`src/rtl/uart_tx_fifo_if.sv`:
```
// Byte-store and status bundle for the buffered UART transmitter.
// master = store side (MA stage / bench), slave = the transmitter itself.
interface uart_tx_fifo_if #(
    parameter int DEPTH_LOG2 = 4
);
    logic                  wr_en;
    logic [7:0]            wr_data;
    logic                  ovf_clr;
    logic                  full;
    logic [DEPTH_LOG2:0]   count;
    logic                  busy;
    logic                  overflow;
    logic                  tx;
    logic [1:0]            state_dbg;

    // wr_en is a single-cycle strobe with no ready: a store is accepted on the
    // edge where wr_en=1 and the registered full=0, otherwise it is dropped and
    // overflow is set.
    modport master (
        output wr_en, wr_data, ovf_clr,
        input  full, count, busy, overflow, tx, state_dbg
    );

    modport slave (
        input  wr_en, wr_data, ovf_clr,
        output full, count, busy, overflow, tx, state_dbg
    );
endinterface

```
`src/rtl/uart_tx_fifo.sv`:
```
// Buffered 8N1 UART transmitter: circular byte FIFO feeding a start/data/stop
// serializer. tx comes straight from a flop; state is exported on state_dbg.
module uart_tx_fifo #(
    parameter int CLKS_PER_BIT = 868,
    parameter int DEPTH_LOG2   = 4
) (
    input  logic           clk,
    input  logic           rst,
    uart_tx_fifo_if.slave  bus
);
    localparam int DEPTH  = 2 ** DEPTH_LOG2;
    localparam int BAUD_W = (CLKS_PER_BIT > 1) ? $clog2(CLKS_PER_BIT) : 1;

    localparam logic [BAUD_W-1:0]     BAUD_LAST  = BAUD_W'(CLKS_PER_BIT - 1);
    localparam logic [BAUD_W-1:0]     BAUD_ONE   = BAUD_W'(1);
    localparam logic [DEPTH_LOG2:0]   COUNT_FULL = (DEPTH_LOG2 + 1)'(DEPTH);
    localparam logic [DEPTH_LOG2:0]   COUNT_ONE  = (DEPTH_LOG2 + 1)'(1);
    localparam logic [DEPTH_LOG2-1:0] PTR_ONE    = DEPTH_LOG2'(1);

    typedef enum logic [1:0] {
        S_IDLE  = 2'd0,
        S_START = 2'd1,
        S_DATA  = 2'd2,
        S_STOP  = 2'd3
    } state_t;

    state_t                state;
    logic [7:0]            mem [DEPTH];
    logic [DEPTH_LOG2-1:0] rd_ptr;
    logic [DEPTH_LOG2-1:0] wr_ptr;
    logic [DEPTH_LOG2:0]   count;
    logic                  overflow_q;
    logic [7:0]            shift;
    logic [2:0]            bit_idx;
    logic [BAUD_W-1:0]     baud_cnt;
    logic                  tx_q;

    logic full_w;
    logic push;
    logic pop;
    logic drop;

    assign full_w = (count == COUNT_FULL);
    assign push   = bus.wr_en && !full_w;
    assign drop   = bus.wr_en && full_w;
    // The serializer takes the head only from IDLE, so the frame in flight is
    // never counted in count.
    assign pop    = (state == S_IDLE) && (count != '0);

    always_ff @(posedge clk) begin
        if (push) begin
            mem[wr_ptr] <= bus.wr_data;
        end
    end

    always_ff @(posedge clk) begin
        if (rst) begin
            wr_ptr     <= '0;
            rd_ptr     <= '0;
            count      <= '0;
            overflow_q <= 1'b0;
        end else begin
            if (push) wr_ptr <= wr_ptr + PTR_ONE;
            if (pop)  rd_ptr <= rd_ptr + PTR_ONE;
            if (push && !pop)      count <= count + COUNT_ONE;
            else if (pop && !push) count <= count - COUNT_ONE;
            // A drop on the clearing edge must stay visible, so set wins.
            if (drop)              overflow_q <= 1'b1;
            else if (bus.ovf_clr)  overflow_q <= 1'b0;
        end
    end

    always_ff @(posedge clk) begin
        if (rst) begin
            state    <= S_IDLE;
            tx_q     <= 1'b1;
            shift    <= '0;
            bit_idx  <= '0;
            baud_cnt <= '0;
        end else begin
            case (state)
                S_IDLE: begin
                    if (count != '0) begin
                        shift    <= mem[rd_ptr];
                        tx_q     <= 1'b0;
                        baud_cnt <= '0;
                        state    <= S_START;
                    end else begin
                        tx_q <= 1'b1;
                    end
                end
                S_START: begin
                    if (baud_cnt == BAUD_LAST) begin
                        baud_cnt <= '0;
                        tx_q     <= shift[0];
                        bit_idx  <= '0;
                        state    <= S_DATA;
                    end else begin
                        baud_cnt <= baud_cnt + BAUD_ONE;
                    end
                end
                S_DATA: begin
                    if (baud_cnt == BAUD_LAST) begin
                        baud_cnt <= '0;
                        if (bit_idx == 3'd7) begin
                            tx_q  <= 1'b1;
                            state <= S_STOP;
                        end else begin
                            // shift[0] is the bit on the line; shift[1] is next.
                            tx_q    <= shift[1];
                            shift   <= {1'b0, shift[7:1]};
                            bit_idx <= bit_idx + 3'd1;
                        end
                    end else begin
                        baud_cnt <= baud_cnt + BAUD_ONE;
                    end
                end
                S_STOP: begin
                    if (baud_cnt == BAUD_LAST) begin
                        baud_cnt <= '0;
                        state    <= S_IDLE;
                    end else begin
                        baud_cnt <= baud_cnt + BAUD_ONE;
                    end
                end
                default: begin
                    state <= S_IDLE;
                    tx_q  <= 1'b1;
                end
            endcase
        end
    end

    assign bus.full      = full_w;
    assign bus.count     = count;
    assign bus.busy      = (state != S_IDLE) || (count != '0);
    assign bus.overflow  = overflow_q;
    assign bus.tx        = tx_q;
    assign bus.state_dbg = state;
endmodule

```
`src/flat_wrapper.sv`:
```
// flat-port wrapper written by rule: the top's interface ports become plain ports
module uart_tx_fifo_flat 
#(
    parameter int CLKS_PER_BIT = 868,
    parameter int DEPTH_LOG2   = 4
)
  (clk, rst, bus_wr_en, bus_wr_data, bus_ovf_clr, bus_full, bus_count, bus_busy, bus_overflow, bus_tx, bus_state_dbg);
  uart_tx_fifo_if #(.DEPTH_LOG2(DEPTH_LOG2)) bus_i ();
  input  logic clk;
  input  logic rst;
  input wire logic [$bits(bus_i.wr_en)-1:0] bus_wr_en;
  input wire logic [$bits(bus_i.wr_data)-1:0] bus_wr_data;
  input wire logic [$bits(bus_i.ovf_clr)-1:0] bus_ovf_clr;
  output wire logic [$bits(bus_i.full)-1:0] bus_full;
  output wire logic [$bits(bus_i.count)-1:0] bus_count;
  output wire logic [$bits(bus_i.busy)-1:0] bus_busy;
  output wire logic [$bits(bus_i.overflow)-1:0] bus_overflow;
  output wire logic [$bits(bus_i.tx)-1:0] bus_tx;
  output wire logic [$bits(bus_i.state_dbg)-1:0] bus_state_dbg;
  assign bus_i.wr_en = bus_wr_en;
  assign bus_i.wr_data = bus_wr_data;
  assign bus_i.ovf_clr = bus_ovf_clr;
  assign bus_full = bus_i.full;
  assign bus_count = bus_i.count;
  assign bus_busy = bus_i.busy;
  assign bus_overflow = bus_i.overflow;
  assign bus_tx = bus_i.tx;
  assign bus_state_dbg = bus_i.state_dbg;
  uart_tx_fifo #(.CLKS_PER_BIT(CLKS_PER_BIT), .DEPTH_LOG2(DEPTH_LOG2)) u_core (.clk(clk), .rst(rst), .bus(bus_i));
endmodule
```
`config.mk`:
```
export PLATFORM = sky130hd
export DESIGN_NAME = uart_tx_fifo_flat
export DESIGN_NICKNAME = d
export VERILOG_FILES = /design/src/rtl/uart_tx_fifo_if.sv /design/src/rtl/uart_tx_fifo.sv /design/src/flat_wrapper.sv
export SDC_FILE = /design/constraint.sdc
export NUM_CORES = 1
export LEC_CHECK = 0
export CORE_AREA = 2 2 118 120
export DETAILED_ROUTE_END_ITERATION = 8
export DIE_AREA = 0 0 120 122
export DONT_BUFFER_PORTS = 1
export GPL_ROUTABILITY_DRIVEN = 1
export MAX_ROUTING_LAYER = met4
export PLACE_DENSITY = 0.76
export REMOVE_ABC_BUFFERS = 1
export SETUP_SLACK_MARGIN = 0.3
export SLEW_MARGIN = 20
export SYNTH_ARGS = -nofsm -noshare
export SYNTH_HDL_FRONTEND = slang
export SYNTH_SLANG_ARGS = --single-unit
```
`constraint.sdc`:
```
create_clock -name clk -period 3.05 [get_ports clk]
set_input_delay 0.915 -clock clk [delete_from_list [all_inputs] [get_ports clk]]
set_output_delay 0.915 -clock clk [all_outputs]
set_load 0.05 [all_outputs]
```
[Word level (Yosys, flattened, before mapping)]
Memories as Yosys holds them, arrays and structs flattened. A register that Yosys moved wholly into a read port is not among the register bits.
Cells that the tools add are included.
Storage, ports and cells
  output and inout bits: 11
  word-level logic and storage cells: 80
  bits in writable memories: 128
  bits in registers: 38
  input bits: 12
  memories: 1
Memory list
  u_core.mem: words 16, width 8, read ports 1, clocked after memory_dff 1, write ports 1, line uart_tx_fifo.sv:28  | logic [7:0] mem [DEPTH];
Cells by class
  reductions and logical operators: 22
  add/subtract/negate cells: 6
  multiplexer cells: 30
  equal/unequal tests: 12
Operators with widths (count)
  two-way mux 8 bit: 3
  two-way mux 10 bit: 2
  case mux 10 bit (2 select lines): 1
  case mux 8 bit (2 select lines): 1
  adder 10 x 1 -> 10 bit, second input constant: 1
  equality test 10 bit, second input constant: 1
  two-way mux 2 bit: 5
  two-way mux 5 bit: 2
  nonzero test 2 bit: 5
  two-way mux 3 bit: 3
  adder 4 x 1 -> 4 bit, second input constant: 2
  two-way mux 1 bit: 8
  two-way mux 4 bit: 2
  inequality test 2 x 1 -> 1 bit, second input constant: 4
  case mux 2 bit (4 select lines): 1
  AND reduction 4 bit: 2
  case mux 3 bit (2 select lines): 1
  adder 5 x 1 -> 5 bit, second input constant: 1
  equality test 5 bit, second input constant: 1
  logical AND 1 bit: 5
  AND reduction 5 bit: 1
  nonzero test 5 bit: 1
  subtractor 5 x 1 -> 5 bit, second input constant: 1
  equality test 2 bit, second input constant: 2
  11 further kinds: 14

[Longest topological paths before layout]
Gate-level depths: netlist of the first run.
  word-level depth: 7
  depth in mapped cells: 11
  mapped depth without buffers: 11

[Least setup slack after synthesis of the first run]
OpenSTA, ideal clock, no wires.
  kind: reg2reg
  from: register u_core.state[0] (netlist: u_core.bus.state_dbg[0])
  to: register u_core.count[4] (netlist: u_core.bus.count[4])
  library setup time: 121 ps
  clock period less this slack: 3049 ps
  buffers on the path: 0
  data required time: 2929 ps
  cell stages (with the launch flop): 12
  arrival: 2928 ps
  setup slack: 1 ps
  cell sequence: dfxtp_1 -> inv_1 -> ha_1 -> nand2_1 -> ha_1 -> inv_1 -> ha_1 -> nor2b_1 -> o21a_1 -> or3_1 -> a21oi_1 -> mux2_2
On the way
  cells in the longest elaborated chain, start to end: 5
  elaborated cells on any way between the ends: 7
  classes of those cells: mux (1); reduce/logical (6)
RTL lines
  from (decl): line uart_tx_fifo.sv:27  | state_t state;
  from (signal assigned): line uart_tx_fifo.sv:75  | state <= S_IDLE;
  from (signal assigned): line uart_tx_fifo.sv:87  | state <= S_START;
  from (signal assigned): line uart_tx_fifo.sv:97  | state <= S_DATA;
  logical NOT 2 bit *: line uart_tx_fifo.sv:48  | assign pop = (state == S_IDLE) && (count != '0);
  logical AND 1 bit *: line uart_tx_fifo.sv:48
  logical NOT 1 bit: line uart_tx_fifo.sv:65  | if (push && !pop) count <= count + COUNT_ONE;
  logical AND 1 bit: line uart_tx_fifo.sv:65
  two-way mux 5 bit or nonzero test 2 bit (tied branches)
  to (signal assigned): line uart_tx_fifo.sv:65
  to (signal assigned): line uart_tx_fifo.sv:66  | else if (pop && !push) count <= count - COUNT_ONE;
  to (decl): line uart_tx_fifo.sv:31  | logic [DEPTH_LOG2:0] count;
Every way passes the cells marked *; elsewhere a longest branch is shown, timed or not.
A chain may end at the register's enable or synchronous reset.

[Final worst setup path of the first run]
  from: register u_core.count[0] (netlist: u_core.bus.count[0])
  to: output bus_busy
On the way
  cells in the longest elaborated chain, start to end: 2
RTL lines
  nonzero test 5 bit: line uart_tx_fifo.sv:136  | assign bus.busy = (state != S_IDLE) || (count != '0);
  logical OR 1 bit: line uart_tx_fifo.sv:136
  to (decl): line flat_wrapper.sv:16  | output wire logic [$bits(bus_i.busy)-1:0] bus_busy;
No other way between the ends.

==> results.cfg, run 1 <==
[global_route]
track_usage_pct = 21.13
grt_max_degree = 36
grt_pass1_vias = 4189
grt-ovfl-total = 0
grt_antenna_before_repair = 1
grt_pass1_wl_um = 22200

[min_path]
min_from = u_core.shift[4]$_SDFFE_PP0P_
holdCritPathClass = register to register

[floorplanning]
fp.dieH_um = 122
core-area_sq_mm = 0.01350
start_util_pct = 53.42
ios = 23
fp-row-count = 43
fp.dieW_um = 120
die_area_sq_mm = 0.01464

[clock_network]
clockBufferDepth = 2
clk_pin_slew_ps = 60
tritoncts = done
clkSinkCount = 170
cts_root_buf = clkbuf_16
cts.htree.levels = 4
numCtsBuffers = 17
hold_buffers = 0
worstSkewPairLatency_ps = 420

[worst_setup_path]
timing.rr.start = u_core.bus.count[0]$_SDFFE_PP0P_
critical_path_arrival_ps = 1730
setup.worst_path.start_class = register
cp.depth = 4
required_ps = 2130
critPathSlowestCell = dfxtp_1
crit_path_end_kind = output pin
r2r-end = u_core.bus.count[4]$_SDFFE_PP0P_
r2r_setup_slack_ps = 420
cp_num_buf_inv = 2
rr_worst_depth = 11
crit_path_max_fanout = 6
path_cells = nor4_4, buf_4, and3_4, clkinvlp_4
crit_type = register to output pin
critPathMaxStageDelay_ps = 330
crit_end = bus_busy
setup.worst_path.start = u_core.bus.count[0]$_SDFFE_PP0P_
cp_top_family = simple AND/OR/NAND/NOR gates

[placement]
hpwlAfterDp_um = 8735
dp_slack_ps = 98.34
port-buffer-count = 0
place_congestion = 0.8256
post-place-cells = 659

[sta]
rsz0062_at_grt = yes
period_needed_ps = 2641
slew_headroom_pct = 49.62
finClkSkew_ps = 8.085
final_max_slew_viol_count = 0
hold_viol = 0
fin_crit_sh_pct = 86.59
whs_ps = 472.7
fin_setup_tns_ps = 0
setup_viol = 0
fmax_mhz = 378.6
worst_slack_ps = 409.0
worst_slew_pin_slew_ps = 754.6

[power_and_ir_drop]
p_sw_share_pct = 30.80
seqPwrFrac_pct = 41.5
peakVddDrop_uv = 621.4
pwr-share-comb_pct = 27.8
p_leak_nw = 2.804
switchingPower_w = 0.002098
powerDensity_mw_per_mm2 = 833.6
power.internal_w = 0.004715
clockPowerShare_pct = 30.7

[layout]
post-route-util_pct = 60.52
syn_to_final_growth_pct = 13.28
instances_no_fill = 693
fill_cells = 950
drive_above_1_share_pct = 18.95
final_nets = 531

[run_status]
status = complete, no violations

[detailed_routing]
routed_wl_um = 13790
drc = 0
vias_per_cell = 5.882
drtIter0Drc = 413
firstDrtPassIters = 5
post_drt_wl_per_cell_um = 19.90
routed-via-count = 4076
ant_nets = 0

[logic_synthesis]
syn_area_per_cell_sq_um = 15.32
ys.flop_type = edfxtp_1
synthCells = 471
yosysSeqAreaShare_pct = 64.93
ys_warn_count = 0
ys_ff_latch = 170
syn-cell-area_sq_mm = 0.007214
synth_edf_count = 128
synthArstFlopShare_pct = 0
synth_cell_types = 55

[job]
cap_viol_max_count = 0
-- metal layers --
metal / vias to the layer above / track usage [%] / part of all wire [%]
met1: 2046 / 26.04 / 43
li1: 1891 / - / -
met3: 18 / 5.478 / 4.7
met2: 121 / 33.63 / 51
met5: - / - / 0
met4: 0 / 8.456 / 1.8
-- how the worst min path moves through the flow --
stage / end / slack (ps) / depth (start not counted)
CTS: u_core.shift[3]$_SDFFE_PP0P_ / 480 / 2
floorplan: u_core.baud_cnt[9]$_SDFFE_PP0N_ / 440 / 1
detailed placement: u_core.shift[3]$_SDFFE_PP0P_ / 470 / 2
global route: u_core.shift[4]$_SDFFE_PP0P_ / 500 / 2
global placement: u_core.baud_cnt[9]$_SDFFE_PP0N_ / 460 / 1
finish: u_core.shift[3]$_SDFFE_PP0P_ / 470 / 2
-- cell families after synthesis --
logic type	count (synthesis)	synth area share, %
DFF	170	64.93
and+or+nand+nor	118	8.117
AOI/OAI and AO/OA	74	6.955
muxes	46	12.83
buffers and inverters	36	2.792
adders and majority gates	19	3.399
xor gates and xnor gates	8	0.9712
-- flip-flops by register name (all words and copies together), names as in the netlist, named ones only --
register,count
u_core.shift,8
u_core.bus.tx,1
u_core.bus.overflow,1
u_core.bit_idx,3
u_core.wr_ptr,4
u_core.bus.count,5
u_core.rd_ptr,4
u_core.baud_cnt,10
u_core.mem,128
u_core.bus.state_dbg,2
-- timing repair --
action                                  4_1_cts  5_1_grt
gates resized for setup                       5        7
cloned                                        0        0
endpoints found under the setup margin        2        2
pin swaps                                     3        4
buffers inserted                              2        0
-- layout by cell type (no fill, tap or decap), types with 2 or more instances in the layout --
cell	count
a211o_1	7
a211oi_1	6
a21oi_1	18
a21oi_2	2
a311oi_1	6
a31oi_1	8
a41oi_1	2
and2_1	5
and3_1	3
and4_1	2
buf_4	36
bufinv_16	2
clkbuf_16	17
clkinv_1	2
clkinvlp_4	3
dfxtp_1	41
edfxtp_1	128
ha_1	15
ha_4	2
inv_1	7
inv_2	2
inv_6	4
mux2i_1	13
mux4_1	17
mux4_2	15
nand2_1	23
nand2b_1	5
nand3_1	8
nand4_1	3
nor2_1	41
nor2b_1	10
nor3_1	6
o21ai_0	15
o311ai_0	2
or3_1	2
xor2_1	7
-- worst register-to-register path: stages, from the launching register on --
cell and delay (ps):
dfxtp_1 330, nor4_4 290, buf_4 170, a21boi_2 70, ha_4 180, inv_1 150
ha_4 230, nor2b_1 130, o21a_1 170, or3_1 330, a21oi_2 140, mux2_2 330
-- final cells by class --
cell class	count	area, sq um	area share, %
multi-input combinational	265	2376	29.07
clock inverter	13	142.6	1.745
inverter	10	41.29	0.5052
clock buffer	18	429.2	5.251
tap	180	225.2	2.756
antenna	1	2.502	0.03062
sequential	170	4686	57.33
timing repair buffer	36	270.3	3.307
-- synthesized netlist by cell type, types with 7 or more instances --
| cell type | count | share of area [%] |
|---|---|---|
| nor2b_1 | 10 | 0.87 |
| nand2_1 | 24 | 1.2 |
| o21ai_0 | 15 | 1.0 |
| a211o_1 | 7 | 0.85 |
| buf_2 | 8 | 0.55 |
| mux4_2 | 15 | 4.7 |
| nand3_1 | 8 | 0.55 |
| a21oi_1 | 19 | 1.3 |
| nor2_1 | 41 | 2.1 |
| edfxtp_1 | 128 | 53 |
| clkbuf_1 | 9 | 0.47 |
| inv_1 | 10 | 0.52 |
| mux4_1 | 17 | 6.2 |
| dfxtp_1 | 42 | 12 |
| xor2_1 | 7 | 0.85 |
| ha_1 | 18 | 3.1 |
| mux2i_1 | 13 | 1.8 |
| a31oi_1 | 8 | 0.69 |
-- metrics by stage --
stage	total power [W]	cell area, sq um
after floorplan	0.004145	7051
after global placement	0.004586	7532
after detailed placement	0.004636	7532
after CTS	0.006785	8133
after global routing	0.007130	8173
final	0.006813	8173
-- power groups by stage --
stage,Clock [W],Sequential [W],Combinational [W]
final,0.00209,0.00283,0.00189
after global routing,0.00221,0.00285,0.00207
after CTS,0.00212,0.00282,0.00184
after detailed placement,0,0.00288,0.00176
after global placement,0,0.00286,0.00172
after floorplan,0,0.00301,0.00114
(Power assumes the default switching activity.)
==> run 2: changes to the inputs <==
--- a/config.mk
+++ b/config.mk
@@ -7,5 +7,5 @@
 export LEC_CHECK = 0
-export CORE_AREA = 2 2 118 120
+export CORE_AREA = 2 2 116 118
 export DETAILED_ROUTE_END_ITERATION = 8
-export DIE_AREA = 0 0 120 122
+export DIE_AREA = 0 0 118 120
 export DONT_BUFFER_PORTS = 1
@@ -13,3 +13,3 @@
 export MAX_ROUTING_LAYER = met4
-export PLACE_DENSITY = 0.76
+export PLACE_DENSITY = 0.78
 export REMOVE_ABC_BUFFERS = 1
==> constraint.sdc (replaced) <==
create_clock -name clk -period 3.05 [get_ports clk]
set_input_delay 0.1525 -clock clk [delete_from_list [all_inputs] [get_ports clk]]
set_output_delay 0.1525 -clock clk [all_outputs]
set_load 0.05 [all_outputs]
==> run 2 against run 1 <==
Effect of this change: first-iteration DRC count rose by 8.0%; routed wire length up 2.0%; via count rose by 0.12%; clock skew grew 3.7 ps; hold slack lost 380 ps; total power fell by 1.0%; fmax shrank 0.32%; setup slack got worse by 8.4 ps; clock power down 6%; flip-flop and latch count unchanged; combinational power is 3% higher; largest cell class unchanged; largest power group unchanged; highest routed layer unchanged.
==> results.cfg, run 2 (synthesis gave the netlist of run 1 again) <==
[run_status]
status = complete, no violations

[floorplanning]
fp.dieH_um = 120
start_util_pct = 55.58
ios = 23
core-area_sq_mm = 0.01298
fp.dieW_um = 118
fp-row-count = 42
die_area_sq_mm = 0.01416

[placement]
port-buffer-count = 0
hpwlAfterDp_um = 8613
place_congestion = 0.7805
placed_area_sq_mm = 0.007430

[min_path]
min_delay_path_depth = 3
hold_end = u_core.bus.state_dbg[1]$_SDFFE_PP0P_
min_from = rst
holdCritPathClass = primary input to register

[worst_setup_path]
crit_path_max_fanout = 4
required_ps = 3360
r2r-end = u_core.bus.count[4]$_SDFFE_PP0P_
timing.rr.start = u_core.bus.count[0]$_SDFFE_PP0P_
r2r_setup_slack_ps = 400
setup.worst_path.start_class = register
critical_path_arrival_ps = 2960
rr_worst_depth = 11
crit_type = register to register
crit_path_end_kind = register

[layout]
final_cell_mix = edfxtp_1, nor2_1, dfxtp_1, buf_4, nand2_1
post-route-util_pct = 63.02
drive_above_1_share_pct = 16.50
syn_to_final_growth_pct = 13.39
largest_reg_flops = 128
final_common_cell = edfxtp_1
fin_area_sq_mm = 0.008180
top_register = u_core.mem
reg_top3 = u_core.mem: 128 flops, u_core.baud_cnt: 10 flops, u_core.shift: 8 flops
final_nets = 533

[power_and_ir_drop]
p_leak_nw = 2.791
power.internal_w = 0.004571
powerDensity_mw_per_mm2 = 824.3
seqPwrFrac_pct = 41.9
pwr-share-comb_pct = 28.9
clockPowerShare_pct = 29.3
peakVddDrop_uv = 558.3
p_sw_share_pct = 32.21
switchingPower_w = 0.002172

[clock_network]
tritoncts = done
numCtsBuffers = 17
cts.htree.levels = 4
cts_root_buf = clkbuf_16
clk_pin_slew_ps = 70
worstSkewPairLatency_ps = 430
clkSinkCount = 170
clockBufferDepth = 2

[sta]
hold_viol = 0
finClkSkew_ps = 11.79
period_needed_ps = 2649
worst_slew_pin_slew_ps = 925.3
setup_viol = 0
rsz0062_at_grt = no
fin_crit_sh_pct = 86.87
fin_setup_tns_ps = 0
slew_headroom_pct = 38.09
final_max_slew_viol_count = 0
fmax_mhz = 377.4

[detailed_routing]
drc = 0
drtIter0Drc = 446
firstDrtPassIters = 5
routed-via-count = 4081
routed_wl_um = 14060
ant_nets = 0
post_drt_wl_per_cell_um = 20.32
vias_per_cell = 5.897

[global_route]
grt_antenna_before_repair = 1
grt_max_degree = 35
track_usage_pct = 21.75
grt_pass1_wl_um = 22310
grt-ovfl-total = 0
grt_pass1_vias = 4122

[job]
cap_viol_max_count = 0
-- run 2: how the worst max path moves through the flow --
stage                                    startpoint                               end  cells past startpoint
6_report           u_core.bus.count[0]$_SDFFE_PP0P_  u_core.bus.count[4]$_SDFFE_PP0P_                     11
5_1_grt            u_core.bus.count[0]$_SDFFE_PP0P_  u_core.bus.count[4]$_SDFFE_PP0P_                     11
4_1_cts            u_core.bus.count[3]$_SDFFE_PP0P_  u_core.bus.count[4]$_SDFFE_PP0P_                     11
3_5_place_dp       u_core.bus.count[0]$_SDFFE_PP0P_  u_core.bus.count[4]$_SDFFE_PP0P_                     11
3_3_place_gp       u_core.bus.count[0]$_SDFFE_PP0P_  u_core.bus.count[4]$_SDFFE_PP0P_                     11
2_1_floorplan  u_core.bus.state_dbg[0]$_SDFFE_PP0P_  u_core.bus.count[4]$_SDFFE_PP0P_                     11
-- run 2: power groups by stage --
stage | clock network (W) | logic (W) | registers (W)
final | 0.00197 | 0.00195 | 0.00282
after global routing | 0.00208 | 0.00213 | 0.00285
after CTS | 0.00200 | 0.00188 | 0.00282
after detailed placement | 0 | 0.00176 | 0.00287
after global placement | 0 | 0.00170 | 0.00285
after floorplan | 0 | 0.00114 | 0.00301
-- run 2: timing repair --
item	in CTS	in global routing
hold buffers	13	0
pin swaps	1	3
resized for setup	5	4
setup buffers	1	3
setup endpoints to repair	1	1
hold endpoints to repair	164	0
cloned	0	0
-- run 2: cell type report --
cell class | count | area, sq um
Clock buffer | 18 | 429.2
Tap cell | 176 | 220.2
Fill cell | 910 | 4800
Inverter | 10 | 37.54
Sequential cell | 170 | 4687
Clock inverter | 14 | 112.6
Antenna cell | 1 | 2.502
Multi-Input combinational cell | 265 | 2364
Timing Repair Buffer | 38 | 327.8
-- run 2: critical path: stages, from the launching register on --
cell      delay [ps]
dfxtp_2          340
nor4_4           320
buf_4            180
a21boi_2          70
ha_4             190
inv_2             80
ha_1             250
nor2b_1          140
o21a_1           170
or3_1            330
a21oi_2          150
mux2_2           330
-- run 2: metrics by stage --
| stage | total power, W | hold WS (ps) | setup slack, ps | instances |
|---|---|---|---|---|
| 5_1_grt | 0.007056 | 158.5 | 303.2 | 692 |
| 2_1_floorplan | 0.004145 | 221.6 | 0.8413 | 445 |
| 4_1_cts | 0.006700 | 78.70 | 327.7 | 688 |
| 3_5_place_dp | 0.004628 | 228.9 | 6.658 | 642 |
| 6_report | 0.006743 | 89.69 | 400.6 | 692 |
| 3_3_place_gp | 0.004557 | 227.5 | 135.0 | 642 |
-- run 2: routing by layer --
layer	wire length, um	global-route usage [%]
met3	805	5.466
met1	5828	27.19
met4	230	6.702
met2	7194	35.47
met5	0	-
==> run 3: changes to the inputs <==
Settings changed: CELL_PAD_IN_SITES_DETAIL_PLACEMENT set to 1, CELL_PAD_IN_SITES_GLOBAL_PLACEMENT set to 1, CORE_AREA 2 2 116 118 to 2 2 125 127, DIE_AREA 0 0 118 120 to 0 0 127 129, PLACE_DENSITY 0.78 to 0.79.
==> run 3 against run 2 <==
Effect of this change: global-route usage shrank 0.72 points; design area grew 0.93%; die area grew 16%; register-to-register slack gained 40 ps; via count is essentially flat; hold slack lost 73 ps; clock-buffer cell count shrank 1; total power grew 5.1%; non-clock buffer count shrank 2; clock skew shrank 2.1 ps; setup slack gained 41 ps; combinational power is essentially flat; highest routed layer unchanged.
==> results.cfg, run 3 (synthesis gave the netlist of run 1 again) <==
[layout]
reg_top3 = u_core.mem: 128 flops, u_core.baud_cnt: 10 flops, u_core.shift: 8 flops
fill_cells = 1401
largest_reg_flops = 128
drive_above_1_share_pct = 16.57
seqCellArea_sq_mm = 0.004686
n_antenna_cell = 0
top_register = u_core.mem
multi_input_area_sq_mm = 0.002344
final_nets = 531
post-route-util_pct = 55.13
instances_no_fill = 701
syn_to_final_growth_pct = 14.45
final_common_cell = edfxtp_1
final_cell_mix = edfxtp_1, nor2_1, dfxtp_1, buf_4, nand2_1

[sta]
rsz0062_at_grt = no
setup_viol = 0
slew_headroom_pct = 42.40
fin_setup_tns_ps = 0
period_needed_ps = 2608
final_max_slew_viol_count = 0
fmax_mhz = 383.4
fin_crit_sh_pct = 85.52
hold_viol = 0
whs_ps = 16.39
worst_slew_pin_slew_ps = 860.9
finClkSkew_ps = 9.704

[floorplanning]
start_util_pct = 48.17
ios = 23
fp.dieH_um = 129
die_area_sq_mm = 0.01638
fp-row-count = 45
fp.dieW_um = 127
core-area_sq_mm = 0.01498

[global_route]
track_usage_pct = 21.03
grt_pass1_vias = 4330
grt_antenna_before_repair = 0
grt-ovfl-total = 0
grt_pass1_wl_um = 24640
grt_max_degree = 35

[power_and_ir_drop]
total_power_w = 0.007084
peakVddDrop_uv = 510.2
p_leak_nw = 2.832
powerDensity_mw_per_mm2 = 858.0

[detailed_routing]
post_drt_wl_per_cell_um = 22.23
routed_wl_um = 15580
ant_nets = 0
vias_per_cell = 5.826
drtIter0Drc = 347
drc = 0
firstDrtPassIters = 4
routed-via-count = 4084

[worst_setup_path]
crit_path_end_kind = register
crit_path_max_fanout = 4
crit_type = register to register
critical_path_arrival_ps = 2920
setup.worst_path.start_class = register
required_ps = 3360

[clock_network]
clkSinkCount = 170
clk_pin_slew_ps = 70
cts_root_buf = clkbuf_16
worstSkewPairLatency_ps = 420
cts.htree.levels = 4
clockBufferDepth = 2
tritoncts = done
numCtsBuffers = 17

[placement]
place_congestion = 0.7810
hpwlAfterDp_um = 10030
post-place-cells = 655
port-buffer-count = 0

[run_status]
status = complete, no violations

[job]
cap_viol_max_count = 0

[min_path]
holdCritPathClass = primary input to register
run 3: metrics by stage:
stage               worst slack [ps]  cell area [sq um]
global route                   295.5               8257
finish                         441.7               8257
CTS                            335.7               8239
floorplan                     0.8413               7051
global placement               244.7               7452
detailed placement             156.4               7452
run 3: worst paths after layout:
path | start | end | slack (ps) | cells after the start
worst max-delay path | u_core.bus.count[3]$_SDFFE_PP0P_ | u_core.bus.count[4]$_SDFFE_PP0P_ | 440 | 11
worst min-delay path | rst | u_core.baud_cnt[7]$_SDFFE_PP0N_ | 20 | 2
worst max register to register | u_core.bus.count[3]$_SDFFE_PP0P_ | u_core.bus.count[4]$_SDFFE_PP0P_ | 440 | 11
worst min register to register | u_core.shift[5]$_SDFFE_PP0P_ | u_core.shift[4]$_SDFFE_PP0P_ | 480 | 2
run 3: power by group:
part | total (W) | internal [W] | leakage, nW | switching, W
Combinational | 0.00195 | 0.000849 | 1.02 | 0.00111
Sequential | 0.00283 | 0.00265 | 1.50 | 0.000176
Clock | 0.00230 | 0.00134 | 0.313 | 0.000964
run 3: layout make-up:
type	instances	share of cell area, %
sequential	170	56.75
multi-input combinational	265	28.38
clock buffer	17	5.152
timing repair buffer	36	3.728
tap	188	2.849
clock inverter	15	2.682
inverter	10	0.4546
run 3: worst max-delay path, stage by stage (launching register included):
cell	delay, ps
dfxtp_1	320
nor4_2	300
nand2_1	130
nand2_2	130
ha_4	170
inv_2	60
ha_1	290
nor2b_1	130
o21a_1	170
or3_1	300
a21oi_1	170
mux2_2	340
run 3: repair_timing:
item / in CTS / in global routing
hold buffers: 11 / 0
setup buffers: 2 / 1
resized for setup: 2 / 2
pin swaps: 2 / 2
hold endpoints to repair: 164 / 0
endpoints found under the setup margin: 1 / 1
run 3: per-layer routing:
metal	share of wire (%)	vias to the layer above	track usage, %	wire length [um]
met4	1.0	0	5.753	157
met3	3.9	12	4.449	606
met5	0	-	-	0
met1	42	2102	25.27	6503
met2	53	82	36.34	8316
li1	-	1888	-	-
